[src/rtl/signal_detect_pkg.sv]
// Shared types for the multi-channel signal detector.
//   sd_mode_e : per-channel detection mode (PWM closed-run / OWT fixed-count)
//   sd_evt_t  : payload of one detected event (the run level)
package signal_detect_pkg;

    typedef enum logic {
        SD_PWM = 1'b0,
        SD_OWT = 1'b1
    } sd_mode_e;

    typedef struct packed {
        logic lvl;
    } sd_evt_t;

    // Channel-id width; never zero so a single-channel build still has a port.
    function automatic int sd_ch_w(input int n);
        return ($clog2(n) > 0) ? $clog2(n) : 1;
    endfunction

endpackage

[src/rtl/signal_detect_ch.sv]
// One detector channel: run-length counter, last-sample tracking, mode-change
// restart and PWM timeout. Events are combinational pulses in the sample cycle;
// the timeout is registered (pulses the cycle after the offending sample).
//   i_clk, i_rst        clock, async active-high reset
//   i_vld, i_data       sample strobe and value
//   i_mode              0 PWM, 1 OWT
//   i_dn_th, i_up_th    run thresholds
//   i_cfg_err           registered threshold error; suppresses events/timeouts
//   o_evt, o_evt_data   event pulse and its level
//   o_tmo               registered timeout pulse
module signal_detect_ch
    import signal_detect_pkg::*;
#(
    parameter int CNT_W = 10
) (
    input  logic             i_clk,
    input  logic             i_rst,
    input  logic             i_vld,
    input  logic             i_data,
    input  logic             i_mode,
    input  logic [CNT_W-1:0] i_dn_th,
    input  logic [CNT_W-1:0] i_up_th,
    input  logic             i_cfg_err,
    output logic             o_evt,
    output sd_evt_t          o_evt_data,
    output logic             o_tmo
);

    localparam logic [CNT_W-1:0] CNT_MAX = '1;

    logic [CNT_W-1:0] cnt_q, cnt_d;
    logic             last_vld_q, last_vld_d;
    logic             last_data_q, last_data_d;
    sd_mode_e         mode_q, mode_d;
    logic             tmo_q, tmo_d;

    logic             mode_chg;
    logic             eff_last_vld;
    logic [CNT_W-1:0] eff_cnt;
    logic [CNT_W-1:0] cnt_inc;
    logic [CNT_W-1:0] len;
    logic             same;
    logic [CNT_W:0]   up_p1;

    always_comb begin
        mode_d      = sd_mode_e'(i_mode);
        mode_chg    = (mode_d != mode_q);
        // A mode change restarts the channel; a sample arriving in that same
        // cycle is treated as the first sample of a fresh run.
        eff_last_vld = last_vld_q & ~mode_chg;
        eff_cnt      = mode_chg ? '0 : cnt_q;
        same         = eff_last_vld & (i_data == last_data_q);
        cnt_inc      = (eff_cnt == CNT_MAX) ? CNT_MAX : eff_cnt + 1'b1;
        len          = same ? cnt_inc : {{(CNT_W-1){1'b0}}, 1'b1};
        // One bit wider so i_up_th == max does not wrap to zero.
        up_p1        = {1'b0, i_up_th} + {{CNT_W{1'b0}}, 1'b1};

        cnt_d       = cnt_q;
        last_vld_d  = last_vld_q;
        last_data_d = last_data_q;
        tmo_d       = 1'b0;
        o_evt       = 1'b0;
        o_evt_data  = '0;

        if (mode_chg) begin
            cnt_d      = '0;
            last_vld_d = 1'b0;
        end

        if (i_vld) begin
            last_vld_d  = 1'b1;
            last_data_d = i_data;
            if (mode_d == SD_OWT) begin
                if (len == i_dn_th) begin
                    o_evt          = ~i_cfg_err;
                    o_evt_data.lvl = i_data;
                    cnt_d          = '0;
                end else begin
                    cnt_d = len;
                end
            end else if (same) begin
                // Counter parks at up+1 so a long run times out exactly once.
                if ({1'b0, eff_cnt} >= up_p1) begin
                    cnt_d = eff_cnt;
                end else begin
                    cnt_d = len;
                    tmo_d = ~i_cfg_err & ({1'b0, len} == up_p1);
                end
            end else begin
                cnt_d = len;
                if (eff_last_vld && (eff_cnt >= i_dn_th) && (eff_cnt <= i_up_th)) begin
                    o_evt          = ~i_cfg_err;
                    o_evt_data.lvl = last_data_q;
                end
            end
        end
    end

    always_ff @(posedge i_clk or posedge i_rst) begin
        if (i_rst) begin
            cnt_q       <= '0;
            last_vld_q  <= 1'b0;
            last_data_q <= 1'b0;
            mode_q      <= SD_PWM;
            tmo_q       <= 1'b0;
        end else begin
            cnt_q       <= cnt_d;
            last_vld_q  <= last_vld_d;
            last_data_q <= last_data_d;
            mode_q      <= mode_d;
            tmo_q       <= tmo_d;
        end
    end

    assign o_tmo = tmo_q;

endmodule

[src/rtl/signal_detect_mc.sv]
// Multi-channel run-length detector. CH_NUM detector channels feed one
// single-entry pending slot each; a round-robin arbiter moves pending events
// into a single valid/ready output register.
//   i_clk, i_rst           clock, async active-high reset
//   i_vld, i_vld_data      per-channel sample strobe / value
//   i_mode                 per-channel mode (0 PWM, 1 OWT)
//   i_dn_th, i_up_th       shared run thresholds
//   i_ovf_clr              per-channel overflow clear
//   o_vld, o_vld_data,
//   o_ch_id, i_rdy         merged event stream
//   o_tmo                  per-channel timeout pulse
//   o_ovf                  per-channel sticky drop flag
//   o_cfg_err              registered threshold misconfiguration
module signal_detect_mc
    import signal_detect_pkg::*;
#(
    parameter  int CH_NUM = 4,
    parameter  int CNT_W  = 10,
    localparam int CH_W   = sd_ch_w(CH_NUM)
) (
    input  logic              i_clk,
    input  logic              i_rst,
    input  logic [CH_NUM-1:0] i_vld,
    input  logic [CH_NUM-1:0] i_vld_data,
    input  logic [CH_NUM-1:0] i_mode,
    input  logic [CNT_W-1:0]  i_dn_th,
    input  logic [CNT_W-1:0]  i_up_th,
    input  logic [CH_NUM-1:0] i_ovf_clr,
    output logic              o_vld,
    output logic              o_vld_data,
    output logic [CH_W-1:0]   o_ch_id,
    input  logic              i_rdy,
    output logic [CH_NUM-1:0] o_tmo,
    output logic [CH_NUM-1:0] o_ovf,
    output logic              o_cfg_err
);

    logic [CH_NUM-1:0]          ch_evt;
    sd_evt_t [CH_NUM-1:0]       ch_evt_data;

    logic [CH_NUM-1:0]          pend_vld_q, pend_vld_d;
    sd_evt_t [CH_NUM-1:0]       pend_evt_q, pend_evt_d;
    logic [CH_NUM-1:0]          ovf_q, ovf_d;
    logic                       out_vld_q, out_vld_d;
    sd_evt_t                    out_evt_q, out_evt_d;
    logic [CH_W-1:0]            ch_id_q, ch_id_d;
    logic [CH_W-1:0]            rr_ptr_q, rr_ptr_d;
    logic                       cfg_err_q, cfg_err_d;

    logic                       load;
    logic                       found;
    logic [CH_W-1:0]            win;
    logic [CH_W:0]              idx;
    logic [CH_NUM-1:0]          pop;
    logic [CH_NUM-1:0]          ovf_set;

    for (genvar c = 0; c < CH_NUM; c++) begin : g_ch
        signal_detect_ch #(
            .CNT_W (CNT_W)
        ) u_ch (
            .i_clk      (i_clk),
            .i_rst      (i_rst),
            .i_vld      (i_vld[c]),
            .i_data     (i_vld_data[c]),
            .i_mode     (i_mode[c]),
            .i_dn_th    (i_dn_th),
            .i_up_th    (i_up_th),
            .i_cfg_err  (cfg_err_q),
            .o_evt      (ch_evt[c]),
            .o_evt_data (ch_evt_data[c]),
            .o_tmo      (o_tmo[c])
        );
    end

    assign cfg_err_d = (i_dn_th == '0) | (i_dn_th > i_up_th);

    // Round-robin arbiter and output register.
    always_comb begin
        load      = ~out_vld_q | i_rdy;
        found     = 1'b0;
        win       = '0;
        idx       = '0;
        pop       = '0;
        out_vld_d = out_vld_q;
        out_evt_d = out_evt_q;
        ch_id_d   = ch_id_q;
        rr_ptr_d  = rr_ptr_q;

        // Scan from the pointer, wrapping modulo CH_NUM; first pending wins.
        for (int i = 0; i < CH_NUM; i++) begin
            idx = {1'b0, rr_ptr_q} + (CH_W+1)'(i);
            if (idx >= (CH_W+1)'(CH_NUM)) begin
                idx = idx - (CH_W+1)'(CH_NUM);
            end
            if (!found && pend_vld_q[idx[CH_W-1:0]]) begin
                found = 1'b1;
                win   = idx[CH_W-1:0];
            end
        end

        if (load) begin
            out_vld_d = found;
            if (found) begin
                pop[win]  = 1'b1;
                out_evt_d = pend_evt_q[win];
                ch_id_d   = win;
                rr_ptr_d  = (win == CH_W'(CH_NUM-1)) ? '0 : win + 1'b1;
            end
        end
    end

    // Pending slots: a pop frees the slot in the same cycle, so push+pop
    // never overflows.
    always_comb begin
        pend_vld_d = (pend_vld_q & ~pop) | ch_evt;
        pend_evt_d = pend_evt_q;
        for (int c = 0; c < CH_NUM; c++) begin
            if (ch_evt[c] && (!pend_vld_q[c] || pop[c])) begin
                pend_evt_d[c] = ch_evt_data[c];
            end
        end
        ovf_set = ch_evt & pend_vld_q & ~pop;
        ovf_d   = ovf_set | (ovf_q & ~i_ovf_clr);
    end

    always_ff @(posedge i_clk or posedge i_rst) begin
        if (i_rst) begin
            pend_vld_q <= '0;
            pend_evt_q <= '0;
            ovf_q      <= '0;
            out_vld_q  <= 1'b0;
            out_evt_q  <= '0;
            ch_id_q    <= '0;
            rr_ptr_q   <= '0;
            cfg_err_q  <= 1'b0;
        end else begin
            pend_vld_q <= pend_vld_d;
            pend_evt_q <= pend_evt_d;
            ovf_q      <= ovf_d;
            out_vld_q  <= out_vld_d;
            out_evt_q  <= out_evt_d;
            ch_id_q    <= ch_id_d;
            rr_ptr_q   <= rr_ptr_d;
            cfg_err_q  <= cfg_err_d;
        end
    end

    assign o_vld      = out_vld_q;
    assign o_vld_data = out_evt_q.lvl;
    assign o_ch_id    = ch_id_q;
    assign o_ovf      = ovf_q;
    assign o_cfg_err  = cfg_err_q;

endmodule
[config.mk]
export PLATFORM = sky130hd
export DESIGN_NAME = signal_detect_mc
export DESIGN_NICKNAME = d
export VERILOG_FILES = /design/src/rtl/signal_detect_pkg.sv /design/src/rtl/signal_detect_ch.sv /design/src/rtl/signal_detect_mc.sv
export SDC_FILE = /design/constraint.sdc
export NUM_CORES = 1
export LEC_CHECK = 0
export BUFFER_PORTS_ARGS = -buffer_cell sky130_fd_sc_hd__clkbuf_2
export CORE_ASPECT_RATIO = 0.8
export CORE_MARGIN = 5
export CORE_UTILIZATION = 55
export CTS_CLUSTER_DIAMETER = 30
export DETAILED_ROUTE_END_ITERATION = 10
export PLACE_DENSITY = 0.72
export SLEW_MARGIN = 20
export SYNTH_ARGS = -nofsm -noshare
export SYNTH_HDL_FRONTEND = slang
export SYNTH_SLANG_ARGS = --single-unit
[constraint.sdc]
create_clock -name i_clk -period 5.1 [get_ports i_clk]
set_clock_uncertainty 0.1 [all_clocks]
set_input_delay 1.02 -clock i_clk [delete_from_list [all_inputs] [get_ports i_clk]]
set_output_delay 1.02 -clock i_clk [all_outputs]
set_load 0.05 [all_outputs]
# After elaboration in Yosys (flattened, before gate mapping)
# Cells that the tools add are included.
[totals]
reg_bits = 75
inputBits = 39
output_inout_bits = 13
word_cells = 272
[op_classes]
addsub = 13
n_lt_le_gt_ge = 23
eq_ne = 21
muxes = 123
bitwise_logic = 28
n_reduce_logical = 33
[ops]
columns = ["op", "n"]
rows = [
  ["two-way mux 10 bit", 32],
  ["two-way mux 1 bit", 74],
  ["equality test 10 x 11 -> 1 bit", 4],
  ["greater-or-equal comparator 10 x 11 -> 1 bit", 4],
  ["adder 10 x 1 -> 10 bit (second input constant)", 4],
  ["equality test 10 bit", 4],
  ["equality test 10 bit (second input constant)", 4],
  ["greater-or-equal comparator 10 bit", 4],
  ["less-or-equal comparator 10 bit", 4],
  ["two-way mux 2 bit", 9],
  ["bitwise AND 4 bit", 4],
  ["logical AND 1 bit", 16],
  ["< comparator 2 x 3 -> 1 bit (second input constant)", 5],
  ["bitwise AND 1 bit", 12],
  ["adder 10 x 1 -> 11 bit (second input constant)", 1],
  ["binary-select mux 1 bit (select 2 bit)", 5],
  ["greater-than comparator 10 bit", 1],
  ["zero test 10 bit", 1],
  ["greater-or-equal comparator 3 bit (second input constant)", 3],
  ["two-way mux 4 bit", 2],
  ["inverter 4 bit", 2],
  ["OR 4 bit", 2],
  ["nonzero test 2 bit", 4],
  ["subtractor 2 x 1 -> 2 bit (second input constant)", 4],
  ["other kinds (14)", 36],
]

# Logic depth before layout (Yosys ltp)
[logic_depth]
word_depth = 23
ltp_mapped = 16
ltp_nobuf = 14

# Modules after synthesis
# Synthesis repeated with hierarchy kept, for this count alone.
[unflattened]
cells_unflattened = 1359
hier_area_um2 = 10964.3
[modules_own_cells]
columns = ["mod", "n_inst", "cells_each", "area_each_um2", "seq_area_each_um2"]
rows = [
  ["signal_detect_ch at g_ch[2].u_ch ...", 2, 311, 2427.3, 350.3],
  ["signal_detect_ch at g_ch[0].u_ch", 1, 334, 2603.7, 350.3],
  ["signal_detect_ch at g_ch[1].u_ch", 1, 278, 2312.2, 350.3],
  ["signal_detect_mc", 1, 125, 1193.6, 475.5],
]

# Worst setup path after synthesis
# OpenSTA, ideal clock, no wires.
[synth_timing]
kind = "input to register"
from = "input i_mode[3]"
to = "register g_ch[3].u_ch.cnt_q[8]"
setup_ns = 0.125
arrival_time_ns = 4.077
required_time_ns = 4.875
setup_slack_ns = 0.798
stages = 16
path_buffers = 4
cell_sequence = "buf_2 -> xnor2_2 -> buf_2 -> buf_2 -> nand2_1 -> ha_1 -> nand2b_1 -> a21o_1 -> a21oi_1 -> o21ai_0 -> a311o_1 -> a31oi_1 -> o21a_1 -> clkbuf_1 -> nor2_1 -> a2bb2o_1"
[synth_via]
elab_chain_cells = 9
word_cells_on_any_way = 16
classes_between = "add/sub: 1; order compare: 1; eq/ne: 3; mux: 8; bitwise: 3"
[synth_lines]
columns = ["element", "line_no", "rtl"]
rows = [
  ["start: declaration", "signal_detect_mc.sv:25", "input logic [CH_NUM-1:0] i_mode,"],
  ["inequality test 1 bit", "signal_detect_ch.sv:47", "mode_chg = (mode_d != mode_q);"],
  ["two-way mux 10 bit or inverter 1 bit (tied branches)", "--", ""],
  ["adder 10 x 1 -> 10 bit, or another cell as far along", "signal_detect_ch.sv:53", "cnt_inc = (eff_cnt == CNT_MAX) ? CNT_MAX : eff_cnt + 1'b1;"],
  ["two-way mux 10 bit or bitwise AND 1 bit (tied branches)", "signal_detect_ch.sv:53, signal_detect_ch.sv:52", ""],
  ["two-way mux 10 bit", "signal_detect_ch.sv:54", "len = same ? cnt_inc : {{(CNT_W-1){1'b0}}, 1'b1};"],
  ["equality test 10 bit or two-way mux 10 bit (tied branches)", "signal_detect_ch.sv:74, signal_detect_ch.sv:83", ""],
  ["two-way mux 10 bit (on tied branches)", "signal_detect_ch.sv:74, signal_detect_ch.sv:81", ""],
  ["two-way mux 10 bit", "signal_detect_ch.sv:73", "if (mode_d == SD_OWT) begin"],
  ["two-way mux 10 bit *", "signal_detect_ch.sv:70", "if (i_vld) begin"],
  ["via g_ch[3].u_ch.cnt_d[8]", "signal_detect_ch.sv:31", "logic [CNT_W-1:0] cnt_q, cnt_d;"],
  ["end signal: assignment", "signal_detect_ch.sv:107", "cnt_q <= cnt_d;"],
  ["end: declaration", "signal_detect_ch.sv:31", ""],
]
# Mark *: on every way through the listed nets, which the timed path passes. The rest lies on a longest branch.
# A chain may end at the register's enable or synchronous reset.

# Worst setup path after layout
[layout_timing]
from = "input i_up_th[1]"
to = "register g_ch[1].u_ch.cnt_q[0]"
[layout_via]
elab_chain_cells = 6
[layout_lines]
columns = ["element", "line_no", "rtl"]
rows = [
  ["start: declaration", "signal_detect_mc.sv:27", "input logic [CNT_W-1:0] i_up_th,"],
  ["adder 10 x 1 -> 11 bit", "signal_detect_ch.sv:56", "up_p1 = {1'b0, i_up_th} + {{CNT_W{1'b0}}, 1'b1};"],
  ["greater-or-equal comparator 10 x 11 -> 1 bit", "signal_detect_ch.sv:83", "if ({1'b0, eff_cnt} >= up_p1) begin"],
  ["two-way mux 10 bit", "signal_detect_ch.sv:83", ""],
  ["two-way mux 10 bit", "signal_detect_ch.sv:81", "end else if (same) begin"],
  ["two-way mux 10 bit", "signal_detect_ch.sv:73", ""],
  ["two-way mux 10 bit", "signal_detect_ch.sv:70", ""],
  ["via g_ch[1].u_ch.cnt_d[0]", "signal_detect_ch.sv:31", ""],
  ["end signal: assignment", "signal_detect_ch.sv:107", ""],
  ["end: declaration", "signal_detect_ch.sv:31", ""],
]
# The timed path passes the listed nets, and every way through them passes these cells.

==> results_tabular.tex <==
\begin{tabular}{lr}
\hline
Metric & Value \\
\hline
\multicolumn{2}{l}{\textbf{Yosys}} \\
Post-synth net total & 1349 \\
Post-Synthesis Mean Instance Area & 7.74 um\^{}2 \\
Number of enable-type register cells in the synthesized netlist & 0 \\
Number of distinct library cells after synthesis & 94 \\
Number of synthesized register bits & 75 \\
Synthesized instance count & 1218 \\
Most frequently used flop master after synthesis & dfrtp\_1 \\
Post-Syn Area & 9420 um\^{}2 \\
Total number of yosys warnings & 0 \\
Sequential-to-total area share from yosys stat & 19.9\% \\
Async set-reset flop share out of synthesis & 100\% \\
\multicolumn{2}{l}{\textbf{Worst setup path}} \\
Endpoint class of the critical path & flop \\
Critical register-to-register path startpoint & g\_ch[0].u\_ch.mode\_q \\
Kind of launch point of the worst setup path & input pin \\
Critical path class & input pin to flop \\
Req. time, crit path & 5260 ps \\
Worst-path cell chain & clkbuf\_2 > ha\_1 > xor2\_1 > clkinv\_1 > ha\_1 > o2111a\_1 > a311oi\_1 > maj3\_1 > a221oi\_1 > o21ai\_1 > o21a\_1 > inv\_2 > o32ai\_1 \\
Endpoint arrival time on the critical path & 4620 ps \\
Delay of the slowest cell on the worst path & 530 ps \\
Most used cell along the critical path & ha\_1 \\
Timing startpoint of the critical path & i\_up\_th[1] \\
Maximum fanout count along the critical path & 11 \\
Highest-delay cell along the critical path & clkinv\_1 \\
\multicolumn{2}{l}{\textbf{Finish}} \\
Most used cells in the layout excluding fill and tap cells & 121 x nand2\_1, 92 x ha\_1, 77 x a21oi\_1 \\
Number of nets in the finished design & 1373 \\
Most common cell after layout, fill and taps aside & nand2\_1 \\
Post-route insts no fill & 1467 \\
Share of post-route cells with drive strength above 1 & 9.94\% \\
Synth-to-Final Area Change & 7.74\% \\
Ant diodes & 0 \\
\multicolumn{2}{l}{\textbf{Clock tree}} \\
Maximum buffer depth of the clock tree & 2 \\
Clock Root Buffer & clkbuf\_16 \\
Count of cells resized by post-cts repair & 0 \\
Worst-Skew Late Latency & 360 ps \\
Clock-pin slew of the registers on the worst-case setup and hold paths & 70 ps \\
Post-CTS setup buffer count & 0 \\
CTS tree & built \\
Cts hold-fix bufs & 0 \\
Level count of the clock H-tree & 3 \\
Number of buffers created by CTS & 9 \\
Sink count of the clock tree & 75 \\
\multicolumn{2}{l}{\textbf{Placed design}} \\
Sum of net half-perimeters after detailed placement & 25700 um \\
Gpl congestion & 1.04 \\
Number of port buffers & 51 \\
Placed cell count & 1451 \\
\multicolumn{2}{l}{\textbf{Power}} \\
Switching power share of the total & 37.1\% \\
VDD IR max & 0.181 mV \\
Clock power share & 36.0\% \\
Leakage power figure & 4.42 nW \\
Part of the total power dissipated in combinational logic & 28.8\% \\
Total power divided by cell area & 183 nW/um\^{}2 \\
Switching pwr & 0.000691 W \\
Sequential power share & 35.2\% \\
Internal Pwr Total & 0.00117 W \\
\multicolumn{2}{l}{\textbf{STA}} \\
Setup repair after global routing missed its margin & no \\
Final count of pins violating max slew & 0 \\
Final clock period utilization by the worst path & 87.5\% \\
Transition time at the pin with the least slew margin & 1150 ps \\
Max-Slew Margin vs Limit & 23.1\% \\
Hold violation count in the final report & 0 \\
Setup TNS Final & 0 ps \\
Smallest hold slack & 404 ps \\
Maximum achievable frequency & 224 MHz \\
Setup violations, final & 0 \\
Post-layout minimum cycle time & 4460 ps \\
\multicolumn{2}{l}{\textbf{Routing}} \\
Via count of the routed design & 10.2k \\
Detailed-route wire length per cell & 23.5 um \\
Number of design-rule violations left by the first detailed-router iteration & 1329 \\
Drt via density & 6.97 \\
Antenna violation net count after detailed routing & 0 \\
Final Routed Wirelength & 34400 um \\
Number of remaining DRC errors & 0 \\
TritonRoute pass-1 iters & 6 \\
\multicolumn{2}{l}{\textbf{Floorplan}} \\
Initial cell density of the core & 56.4\% \\
Number of placement rows & 42 \\
Overall die height & 127 um \\
Standard cell core area & 16700 um\^{}2 \\
I/O pin total & 52 \\
Width of the chip & 156 um \\
DIE AREA & 19900 um\^{}2 \\
\multicolumn{2}{l}{\textbf{Global routing}} \\
Pin count of the biggest net entering global routing & 50 \\
GR Util All Layers & 33.9\% \\
Number of global-route vias before repair & 9188 \\
Initial antenna violation count & 2 \\
Wire length of the first global-routing pass & 53100 um \\
Overflow after GRT & 0 \\
\multicolumn{2}{l}{\textbf{Hold path}} \\
Class of the most critical hold timing path & flop to flop \\
Hold\_sp & o\_ch\_id[1] \\
\multicolumn{2}{l}{\textbf{Status}} \\
Outcome & completed \\
\multicolumn{2}{l}{\textbf{Job}} \\
Count of max-cap constraint violations & 0 \\
\hline
\end{tabular}
## layout make-up
| type | instances | area (um^2) |
|---|---|---|
| Clock buffer | 9 | 225 |
| Clock inverter | 7 | 68.8 |
| Fill cell | 1548 | 6560 |
| Inverter | 80 | 302 |
| Multi-Input combinational cell | 998 | 6950 |
| Sequential cell | 75 | 1880 |
| Tap cell | 220 | 275 |
| Timing Repair Buffer | 78 | 458 |
## synthesized netlist by cell type, types with 8 or more instances
master,instances,share of area [%]
a22oi_1,11,0.88
maj3_1,10,1.1
clkbuf_1,35,1.4
o31ai_1,9,0.72
a31oi_1,17,1.1
o221ai_1,8,0.74
o211ai_1,10,0.80
nor2b_1,17,1.1
nor3_1,26,1.4
a21o_1,29,2.3
a22o_1,9,0.84
o21ai_0,40,2.1
nand2b_1,18,1.2
inv_1,77,3.1
a21oi_1,77,4.1
ha_1,92,12
and3_1,16,1.1
o22ai_1,30,2.0
nand4_1,33,2.2
xor2_1,17,1.6
nand2_1,121,4.8
xnor2_1,49,4.6
and2_1,18,1.2
o21ai_1,20,1.1
nor2_1,68,2.7
nor4_1,20,1.3
o21a_1,10,0.80
dfrtp_1,75,20
buf_2,20,1.1
and4_1,13,1.2
a211oi_1,9,0.72
nand3_1,47,2.5
o32ai_1,14,1.3
## state kept, by name (all words and copies together) (netlist names)
name and cells:
pend_vld_q 4, o_cfg_err 1, g_ch.u_ch.o_tmo 4, pend_evt_q 4, o_ovf 4, g_ch.u_ch.last_vld_q 4, rr_ptr_q 2, o_vld 1
g_ch.u_ch.cnt_q 40, o_ch_id 2, g_ch.u_ch.mode_q 4, o_vld_data 1, g_ch.u_ch.last_data_q 4
## worst paths after layout
check | end | slack, ps | cells after the start
setup / recovery | g_ch[1].u_ch.cnt_q[0] | 640 | 13
hold / removal | o_ch_id[1] | 400 | 1
setup reg to reg | g_ch[0].u_ch.cnt_q[7] | 1370 | 12
hold reg to reg | o_ch_id[1] | 400 | 1
max in group asynchronous | g_ch[3].u_ch.cnt_q[5] | 3280 | 3
min in group asynchronous | g_ch[2].u_ch.cnt_q[3] | 730 | 2
## power by group through the flow
stage / combinational [W] / clock [W] / sequential (W)
2_1_floorplan: 0.000346 / 0 / 0.000663
3_3_place_gp: 0.000508 / 0 / 0.000664
3_5_place_dp: 0.000516 / 0 / 0.000664
4_1_cts: 0.000518 / 0.000673 / 0.000653
5_1_grt: 0.000575 / 0.000693 / 0.000659
6_report: 0.000537 / 0.000670 / 0.000655
## stage by stage
step                      instance area (um^2)  worst slack [ps]  utilization (%)  total power [W]
final                                    10200               636             60.8          0.00186
after global routing                     10200               382             60.8          0.00193
after CTS                                10200               783             60.8          0.00184
after detailed placement                  9860               430             59.0          0.00118
after global placement                    9860               596             59.0          0.00117
after floorplan                           9420               798                -          0.00101
## logic make-up (layout without fill, tap and decap cells)
kind of cell    after synthesis  after routing  share of synthesized area, %
simple gates                436            436                          24.1
compound gates              379            379                          28.3
buf+inv                     145            174                          6.36
fa+ha+maj                   102            102                          13.3
flops                        75             75                          19.9
xor+xnor                     70             70                          6.83
mux                          11             11                          1.26
## per-layer routing
metal	vias to the layer above	part of all wire [%]	global-route usage, %
li1	4641	-	-
met1	4758	43	50.0
met2	705	41	48.3
met3	115	13	7.91
met4	4	3.8	11.7
met5	-	0.090	0
## worst max-delay path, delay by kind of cell
kind,cells,cell delay [ps]
AOI/OAI and AO/OA,6,1330
adders and majority gates,3,1050
buffers and inverters,3,840
xor gates and xnor gates,1,380
No activity file was read; power rests on OpenSTA's default activity.
